<file path="config.mk">
export PLATFORM = sky130hd
export DESIGN_NAME = mem_arbiter
export DESIGN_NICKNAME = d
export VERILOG_FILES = /design/src/rtl/arb_pkg.sv /design/src/rtl/arb_rr2.sv /design/src/rtl/mem_arbiter.sv
export SDC_FILE = /design/constraint.sdc
export NUM_CORES = 1
export LEC_CHECK = 0
export ABC_AREA = 1
export ABC_CLOCK_PERIOD_IN_PS = 1800
export CAP_MARGIN = 20
export CORE_AREA = 5 5 88 106
export CTS_CLUSTER_DIAMETER = 50
export DETAILED_ROUTE_END_ITERATION = 16
export DIE_AREA = 0 0 93 111
export GPL_TIMING_DRIVEN = 0
export HOLD_SLACK_MARGIN = 0.06
export PLACE_DENSITY = 0.86
export SLEW_MARGIN = 20
export SYNTH_ARGS = -nofsm -noshare
export SYNTH_HDL_FRONTEND = slang
export SYNTH_SLANG_ARGS = --single-unit
</file>
<file path="constraint.sdc">
create_clock -name clk -period 1.8 [get_ports clk]
set_input_delay 0.18 -clock clk [delete_from_list [all_inputs] [get_ports clk]]
set_output_delay 0.18 -clock clk [all_outputs]
set_load 0.01 [all_outputs]
</file>
<file path="src/rtl/arb_pkg.sv">
// Shared definitions for the AES/SHA memory-port arbiter: FSM encoding and requester IDs.
package arb_pkg;

  typedef enum logic [1:0] {
    IDLE = 2'd0,
    XFER = 2'd1,
    DONE = 2'd2
  } state_t;

  localparam logic REQ_AES = 1'b0;
  localparam logic REQ_SHA = 1'b1;

endpackage

</file>
<file path="src/rtl/arb_rr2.sv">
// Two-way round-robin pick: on a tie the requester that did not win last time gets the bus.
module arb_rr2
  import arb_pkg::*;
(
  input  logic       aes_req,
  input  logic       sha_req,
  input  logic       last,
  output logic [1:0] win
);

  always_comb begin
    win = 2'b00;
    if (aes_req && (!sha_req || last == REQ_SHA)) begin
      win[REQ_AES] = 1'b1;
    end else if (sha_req) begin
      win[REQ_SHA] = 1'b1;
    end
  end

endmodule

</file>
<file path="src/rtl/mem_arbiter.sv">
// Shares one external memory port between the AES and SHA FSMs, one burst at a time.
// Optional stall watchdog enabled by defining ARB_TIMEOUT_EN.
module mem_arbiter
  import arb_pkg::*;
#(
  parameter int ADDRW   = 24,
  parameter int LENW    = 8,
  parameter int TIMEOUT = 255
) (
  input  logic             clk,
  input  logic             rst_n,
  input  logic             aes_req,
  input  logic             aes_we,
  input  logic [ADDRW-1:0] aes_addr,
  input  logic [LENW-1:0]  aes_len,
  input  logic [7:0]       aes_wdata,
  input  logic             sha_req,
  input  logic             sha_we,
  input  logic [ADDRW-1:0] sha_addr,
  input  logic [LENW-1:0]  sha_len,
  input  logic [7:0]       sha_wdata,
  output logic             aes_gnt,
  output logic             aes_beat,
  output logic             aes_done,
  output logic             sha_gnt,
  output logic             sha_beat,
  output logic             sha_done,
  output logic [7:0]       rdata,
  output logic             err,
  output logic             mem_valid,
  output logic             mem_we,
  output logic [ADDRW-1:0] mem_addr,
  output logic [7:0]       mem_wdata,
  input  logic             mem_ready,
  input  logic [7:0]       mem_rdata
);

  state_t          state;
  logic            last;
  logic            owner;
  logic [1:0]      win;
  logic [LENW-1:0] len_r;
  logic [LENW-1:0] cnt;
  logic            accept;
  logic            start;

  arb_rr2 u_rr (
    .aes_req (aes_req),
    .sha_req (sha_req),
    .last    (last),
    .win     (win)
  );

  assign start     = (state == IDLE) && (|win);
  assign accept    = mem_valid && mem_ready;
  assign aes_beat  = aes_gnt && accept;
  assign sha_beat  = sha_gnt && accept;
  assign mem_wdata = (owner == REQ_SHA) ? sha_wdata : aes_wdata;
  assign rdata     = mem_rdata;

`ifdef ARB_TIMEOUT_EN
  localparam int STALL_W = $clog2(TIMEOUT + 1);
  logic [STALL_W-1:0] stall;
  logic               stall_hit;
  // Aborting on the TIMEOUT-th stalled cycle itself, so done lands TIMEOUT cycles into the stall.
  assign stall_hit = (stall == STALL_W'(TIMEOUT - 1));
`endif

  always_ff @(posedge clk or negedge rst_n) begin
    if (!rst_n) begin
      state     <= IDLE;
      aes_gnt   <= 1'b0;
      sha_gnt   <= 1'b0;
      aes_done  <= 1'b0;
      sha_done  <= 1'b0;
      err       <= 1'b0;
      mem_valid <= 1'b0;
      mem_we    <= 1'b0;
      mem_addr  <= '0;
      last      <= REQ_SHA;
      owner     <= REQ_AES;
`ifdef ARB_TIMEOUT_EN
      stall     <= '0;
`endif
    end else begin
      aes_done <= 1'b0;
      sha_done <= 1'b0;
      err      <= 1'b0;
      case (state)
        IDLE: begin
          if (start) begin
            owner     <= win[REQ_SHA] ? REQ_SHA : REQ_AES;
            aes_gnt   <= win[REQ_AES];
            sha_gnt   <= win[REQ_SHA];
            mem_valid <= 1'b1;
            mem_we    <= win[REQ_SHA] ? sha_we : aes_we;
            mem_addr  <= win[REQ_SHA] ? sha_addr : aes_addr;
`ifdef ARB_TIMEOUT_EN
            stall     <= '0;
`endif
            state     <= XFER;
          end
        end
        XFER: begin
          if (accept) begin
`ifdef ARB_TIMEOUT_EN
            stall <= '0;
`endif
            if (cnt == len_r) begin
              aes_gnt   <= 1'b0;
              sha_gnt   <= 1'b0;
              mem_valid <= 1'b0;
              aes_done  <= (owner == REQ_AES);
              sha_done  <= (owner == REQ_SHA);
              state     <= DONE;
            end else begin
              mem_addr <= mem_addr + ADDRW'(1);
            end
          end
`ifdef ARB_TIMEOUT_EN
          else if (stall_hit) begin
            aes_gnt   <= 1'b0;
            sha_gnt   <= 1'b0;
            mem_valid <= 1'b0;
            aes_done  <= (owner == REQ_AES);
            sha_done  <= (owner == REQ_SHA);
            err       <= 1'b1;
            state     <= DONE;
          end else begin
            stall <= stall + STALL_W'(1);
          end
`endif
        end
        DONE: begin
          last  <= owner;
          state <= IDLE;
        end
        default: state <= IDLE;
      endcase
    end
  end

  // Burst length and beat count are only meaningful once a grant has loaded them.
  always_ff @(posedge clk) begin
    if (start) begin
      len_r <= win[REQ_SHA] ? sha_len : aes_len;
      cnt   <= '0;
    end else if (state == XFER && accept) begin
      cnt <= cnt + LENW'(1);
    end
  end

endmodule

</file>
==> run_results.csv, run 1 <==
group,metric,value,unit
critical_path,cp.required,1620,ps
timing,drv_slew,0,
routing,postRouteAntennaNets,0,
timing,finClkSkew,10.8,ps
timing,finalCritPeriodShare,0.968,
routing,wl,10900,um
floorplanning,die_w,93,um
routing,dr.pass1.iters,5,
timing,setup_viol,0,
layout,final_cell_count_no_fill,769,
global_route,grt_antenna_before_repair,0,
cts,cts_tree,"yes",
cts,clkLatencyLatePin,320,ps
critical_path,worst_path_largest_cell_delay,540,ps
synth,netlist_area,0.00347,sq mm
power,powerDensity,1320,mW/mm^2
synth,synth.area.top_cells,"dfrtp_1 24%, nand2_1 23%, edfxtp_1 6.9%",
layout,synthToLayoutAreaGrowth,47.5,%
timing,min_period,1740,ps
floorplanning,die_area,0.0103,sq mm
routing,vias,3910,
critical_path,end_kind,"output port",
global_route,grt_pass1_vias,3914,
cts,cts_buffers,5,
routing,drtIter0Drc,270,
placed_design,pre_cts_ws,-199,ps
synth,seq_area_frac_synth,0.361,
synth,synth_largest_area_cell,"dfrtp_1",
placed_design,place.gp.congestion,0.896,
synth,postSynthAreaPerCell,6.59,sq um
placed_design,numPortBuffers,134,
cts,clock_sinks,50,
critical_path,critPathKind,"reg2out",
floorplanning,start_util,0.428,
synth,postSynthCellCount,527,
timing,hold_viol,0,
timing,clock.fmax,574,MHz
critical_path,crit_arrival,1560,ps
layout,layout_commonest_cell,"nand2_1",
layout,fillers,733,
power,power.leakage,2.40,nW
critical_path,cp_common_cell,"nand2_1",
critical_path,path_cells,"buf_6 > nand2_1 > nand2_1 > clkdlybuf4s50_1",
routing,drc,0,
synth,synth_top_area_share,0.238,
layout,drive_gt1_frac,0.104,
global_route,gr-total-overflow,0,
cts,htreeDepth,2,
synth,yosysWarnings,0,
timing,timing.final.ws_setup,57.4,ps
layout,final_cell_mix,"208 x nand2_1, 126 x clkdlybuf4s50_1, 64 x nor2_1, 39 x o21ai_0, 32 x inv_1",
layout,nets,770,
power,ir_worst_vdd,0.612,mV
floorplanning,die_h,111,um
hold_path,hold_class,"in2async",
cts,clk_pin_slew_worst_paths,110,ps
critical_path,crit_path_top_delay_cell,"clkdlybuf4s50_1",
floorplanning,rows,36,
cts,cts_root_buffer,"clkbuf_8",
timing,holdWs,320,ps
global_route,grt_max_degree,20,
critical_path,setup.worst_path.start_class,"flop",
routing,wl_per_cell,14.2,um
placed_design,dp_cells,757,
critical_path,crit_fanout,10,
global_route,grt_pass1_wl,17500,um
run,max_cap_violations,0,
floorplanning,core_area,0.00811,sq mm
floorplanning,io_pins,144,
synth,ys_ff_latch,50,
synth,synth.distinct_cells,40,
placed_design,place_hpwl,8570,um
timing,rsz0062_at_grt,"false",
outcome,outcome,"complete, no violations",
synth,syn_nets,624,
global_route,grt_usage,0.207,
routing,viasPerCell,5.08,
power,finalPower,6.78,mW
cts,clock_path_buffers,2,
layout,diodes,0,
==> power by group <==
part           leakage (nW)  switching (mW)  internal [mW]
combinational          1.79            2.10           1.81
clock                0.0506           0.436          0.292
sequential            0.561           0.534           1.60
total                  2.40            3.07           3.70
==> path summary, 6_finish.rpt <==
check / to / depth (start not counted) / start / slack (ps)
worst max-delay path: mem_wdata[0] / 4 / owner / 60
worst min-delay path: mem_addr[12] / 2 / rst_n / 320
worst max register to register: mem_addr[22] / 12 / mem_addr[0] / 160
worst min register to register: last / 1 / state[0] / 520
max in group asynchronous: last / 3 / rst_n / 960
min in group clk: mem_we / 3 / sha_we / 430
==> cell usage after synthesis (all sizes together) <==
cell type	count
dfstp	1
o21ai	45
dfxtp	8
xor2	2
xnor2	8
o21a	2
ha	2
nor2	73
a21o	1
conb	1
or2	2
o31ai	2
o21bai	1
clkbuf	2
buf	24
edfxtp	8
nor3b	1
a21oi	15
o22ai	3
dfrtp	33
nand4	1
inv	39
nand3b	1
nor4	1
nor3	3
clkinv	1
nand3	31
nand2	216
==> sequential cells by signal, indices dropped and copies added, names as in the netlist <==
| signal | cells |
|---|---|
| aes_done | 1 |
| cnt | 8 |
| state | 2 |
| sha_done | 1 |
| mem_valid | 1 |
| mem_addr | 24 |
| mem_we | 1 |
| last | 1 |
| len_r | 8 |
| sha_gnt | 1 |
| owner | 1 |
| aes_gnt | 1 |
==> routing by layer <==
layer / GRT usage / vias up / wire length, um
met1: 0.219 / 1780 / 3980
met2: 0.391 / 162 / 5870
met4: 0.0841 / 0 / 331
met5: 0 / - / 0
met3: 0.0428 / 26 / 727
li1: - / 1942 / -
==> kinds of logic (layout without fill, tap and decap cells) <==
logic type / after synthesis / after routing / share of synthesized area
DFF: 50 / 50 / 0.361
AOI/OAI and AO/OA: 69 / 69 / 0.108
and+or+nand+nor: 329 / 329 / 0.398
xor gates and xnor gates: 10 / 10 / 0.0252
buffers and inverters: 66 / 213 / 0.0999
other: 1 / 1 / 0.00108
adders and majority gates: 2 / 2 / 0.00721
==> critical path: cells and delay by family, from the launching register on <==
| kind | cells | cell delay, ps |
|---|---|---|
| buffers and inverters | 2 | 690 |
| flip-flops | 1 | 440 |
| AND/OR/NAND/NOR | 2 | 110 |
==> layout make-up <==
type | instances | area [sq um] | share of cell area
clock buffer | 5 | 68.8 | 0.0134
timing repair buffer | 138 | 1410 | 0.275
sequential | 50 | 1250 | 0.245
multi-input combinational | 411 | 1870 | 0.366
tap | 95 | 119 | 0.0232
timing repair inverter | 1 | 7.51 | 0.00147
inverter | 40 | 161 | 0.0315
clock inverter | 3 | 28.8 | 0.00562
buffer | 26 | 198 | 0.0386
==> what timing repair did <==
| action | 4_1_cts | 5_1_grt |
|---|---|---|
| hold endpoints to repair | 15 | 0 |
| cloned | 0 | 1 |
| setup buffers | 0 | 2 |
| setup endpoints to repair | 8 | 20 |
| pin swaps | 0 | 0 |
| hold buffers | 1 | 0 |
| resized for setup | 1 | 18 |
==> stage by stage <==
stage	util	setup TNS, ps	area, sq um
after floorplan	-	0	3470
final	0.631	0	5120
after CTS	0.624	0	5060
after global routing	0.631	0	5120
after global placement	0.608	-9950	4930
after detailed placement	0.611	-2980	4950
Note: power is estimated with default switching activity, not from simulation.
==> run 2, diff against run 1 <==
--- a/config.mk
+++ b/config.mk
@@ -12,7 +12,7 @@
 export CTS_CLUSTER_DIAMETER = 50
 export DETAILED_ROUTE_END_ITERATION = 16
 export DIE_AREA = 0 0 93 111
-export GPL_TIMING_DRIVEN = 0
+export GPL_TIMING_DRIVEN = 1
 export HOLD_SLACK_MARGIN = 0.06
 export PLACE_DENSITY = 0.86
 export SLEW_MARGIN = 20
==> run_results.csv, run 2 (same netlist as run 1, synthesis figures left out) <==
group,metric,value,unit
outcome,outcome,"complete, no violations",
floorplanning,core_area,0.00811,sq mm
global_route,grt_antenna_before_repair,0,
timing,drv_slew,0,
timing,finClkSkew,7.12,ps
placed_design,numPortBuffers,126,
timing,hold_viol,0,
timing,finalCritPeriodShare,0.938,
global_route,grt_max_degree,36,
layout,largest_register,"mem_addr",
layout,fin_area,0.00483,sq mm
timing,setup_viol,0,
cts,clock_path_buffers,2,
floorplanning,start_util,0.428,
routing,wl_per_cell,13.8,um
layout,drive_gt1_frac,0.0729,
power,ir_worst_vdd,0.944,mV
layout,final_cell_mix,"208 x nand2_1, 125 x clkdlybuf4s50_1, 64 x nor2_1, 39 x o21ai_0, 33 x dfrtp_1",
cts,htreeDepth,2,
cts,cts_root_buffer,"clkbuf_8",
routing,drc,0,
layout,largestRegisters,"mem_addr: 24 flops, cnt: 8 flops, len_r: 8 flops",
timing,timing.setup.tns,0,ps
routing,postRouteAntennaNets,0,
critical_path,path_cells,"buf_4 > nand2_1 > nand2_1 > clkdlybuf4s50_1",
global_route,grt.busiest_layer,"met2",
critical_path,crit_arrival,1510,ps
cts,clkLatencyLatePin,300,ps
layout,fillers,722,
routing,vias,3725,
timing,timing.final.ws_setup,111,ps
placed_design,placed_area,0.00474,sq mm
hold_path,hold_class,"in2async",
floorplanning,io_pins,144,
critical_path,startpoint,"owner",
layout,layout_commonest_cell,"nand2_1",
layout,diodes,0,
timing,rsz0062_at_grt,"false",
run,max_cap_violations,0,
floorplanning,die_h,111,um
routing,dr.pass1.iters,4,
layout,largest_register_ffs,24,
critical_path,setup.worst_path.start_class,"flop",
layout,synthToLayoutAreaGrowth,39.3,%
timing,holdWs,292,ps
global_route,gr-total-overflow,0,
cts,clk_pin_slew_worst_paths,100,ps
floorplanning,rows,36,
global_route,grt_usage,0.197,
placed_design,place.gp.congestion,0.858,
critical_path,cp.required,1620,ps
global_route,grt_util_met1,0.222,
layout,nets,741,
placed_design,place_hpwl,7910,um
cts,cts_setup_buffers,0,
power,power.leakage,2.20,nW
critical_path,end_kind,"output port",
floorplanning,die_w,93,um
placed_design,pre_cts_ws,46.0,ps
critical_path,critPathKind,"reg2out",
routing,wl,10200,um
critical_path,cp_common_cell,"nand2_1",
global_route,gr-usage-met2,0.369,
critical_path,crit_path_top_delay_cell,"clkdlybuf4s50_1",
critical_path,reg2reg_from,"mem_addr[1]",
floorplanning,die_area,0.0103,sq mm
placed_design,dp_cells,732,
global_route,grt_pass1_wl,16900,um
cts,cts_buffers,5,
critical_path,worst_path_largest_cell_delay,540,ps
routing,drtIter0Drc,160,
timing,min_period,1690,ps
global_route,grtUsageMet3,0.0380,
cts,clock_sinks,50,
power,powerDensity,1340,mW/mm^2
critical_path,crit_fanout,10,
routing,viasPerCell,5.03,
global_route,grt_pass1_vias,3691,
layout,final_cell_count_no_fill,740,
cts,cts_tree,"yes",
timing,clock.fmax,592,MHz
==> run 2: cell count changes in the layout (fill, tap and decap cells not counted), moves of 2 or more <==
cell / change
buf_2: -8
buf_4: -4
buf_6: -6
clkinv_2: +3
clkinvlp_4: -2
dfrtp_1: +2
dfrtp_2: -2
dlymetal6s2s_1: -6
==> run 2: path summary, 6_finish.rpt <==
| check | to | slack (ps) | cells past startpoint |
|---|---|---|---|
| setup / recovery | mem_wdata[6] | 110 | 4 |
| hold reg to reg | last | 520 | 1 |
| min in group clk | rdata[2] | 360 | 0 |
| max in group asynchronous | last | 1150 | 2 |
| setup reg to reg | mem_addr[14] | 210 | 11 |
| hold / removal | mem_addr[12] | 290 | 2 |
==> run 2: worst max-delay path: cells and delay by family (launching register included) <==
kind | cells | cell delay (ps)
buf+inv | 2 | 710
flops | 1 | 370
simple gates | 2 | 120
==> run 2: timing repair <==
action,4_1_cts,5_1_grt
hold buffers,0,0
endpoints found under the setup margin,1,7
gates resized for setup,1,4
==> run 2: power breakdown <==
group / switching (mW) / internal (mW) / total (mW) / leakage, nW
logic: 2.02 / 1.65 / 3.67 / 1.59
clock network: 0.395 / 0.275 / 0.670 / 0.0483
registers: 0.513 / 1.60 / 2.11 / 0.563
total: 2.93 / 3.53 / 6.46 / 2.20
==> run 2: layout make-up <==
type	count	area [sq um]	share of cell area
clock inverters	3	18.8	0.00388
multi-input cells	411	1870	0.388
flip-flops and latches	50	1250	0.259
clock buffers	5	68.8	0.0142
repair buffers	136	1340	0.277
well taps	95	119	0.0246
inverters	40	161	0.0334
==> run 2: through the flow <==
step                      utilization  power [mW]
after floorplan                     -        4.33
after global placement          0.584        5.65
after CTS                       0.595        6.49
after global routing            0.596        7.00
after detailed placement        0.584        5.81
final                           0.596        6.46
==> run 2: per-layer routing <==
| layer | up-vias | wire (um) |
|---|---|---|
| li1 | 1886 | - |
| met1 | 1699 | 3920 |
| met2 | 122 | 5520 |
| met3 | 18 | 612 |
| met4 | 0 | 187 |
| met5 | - | 0 |
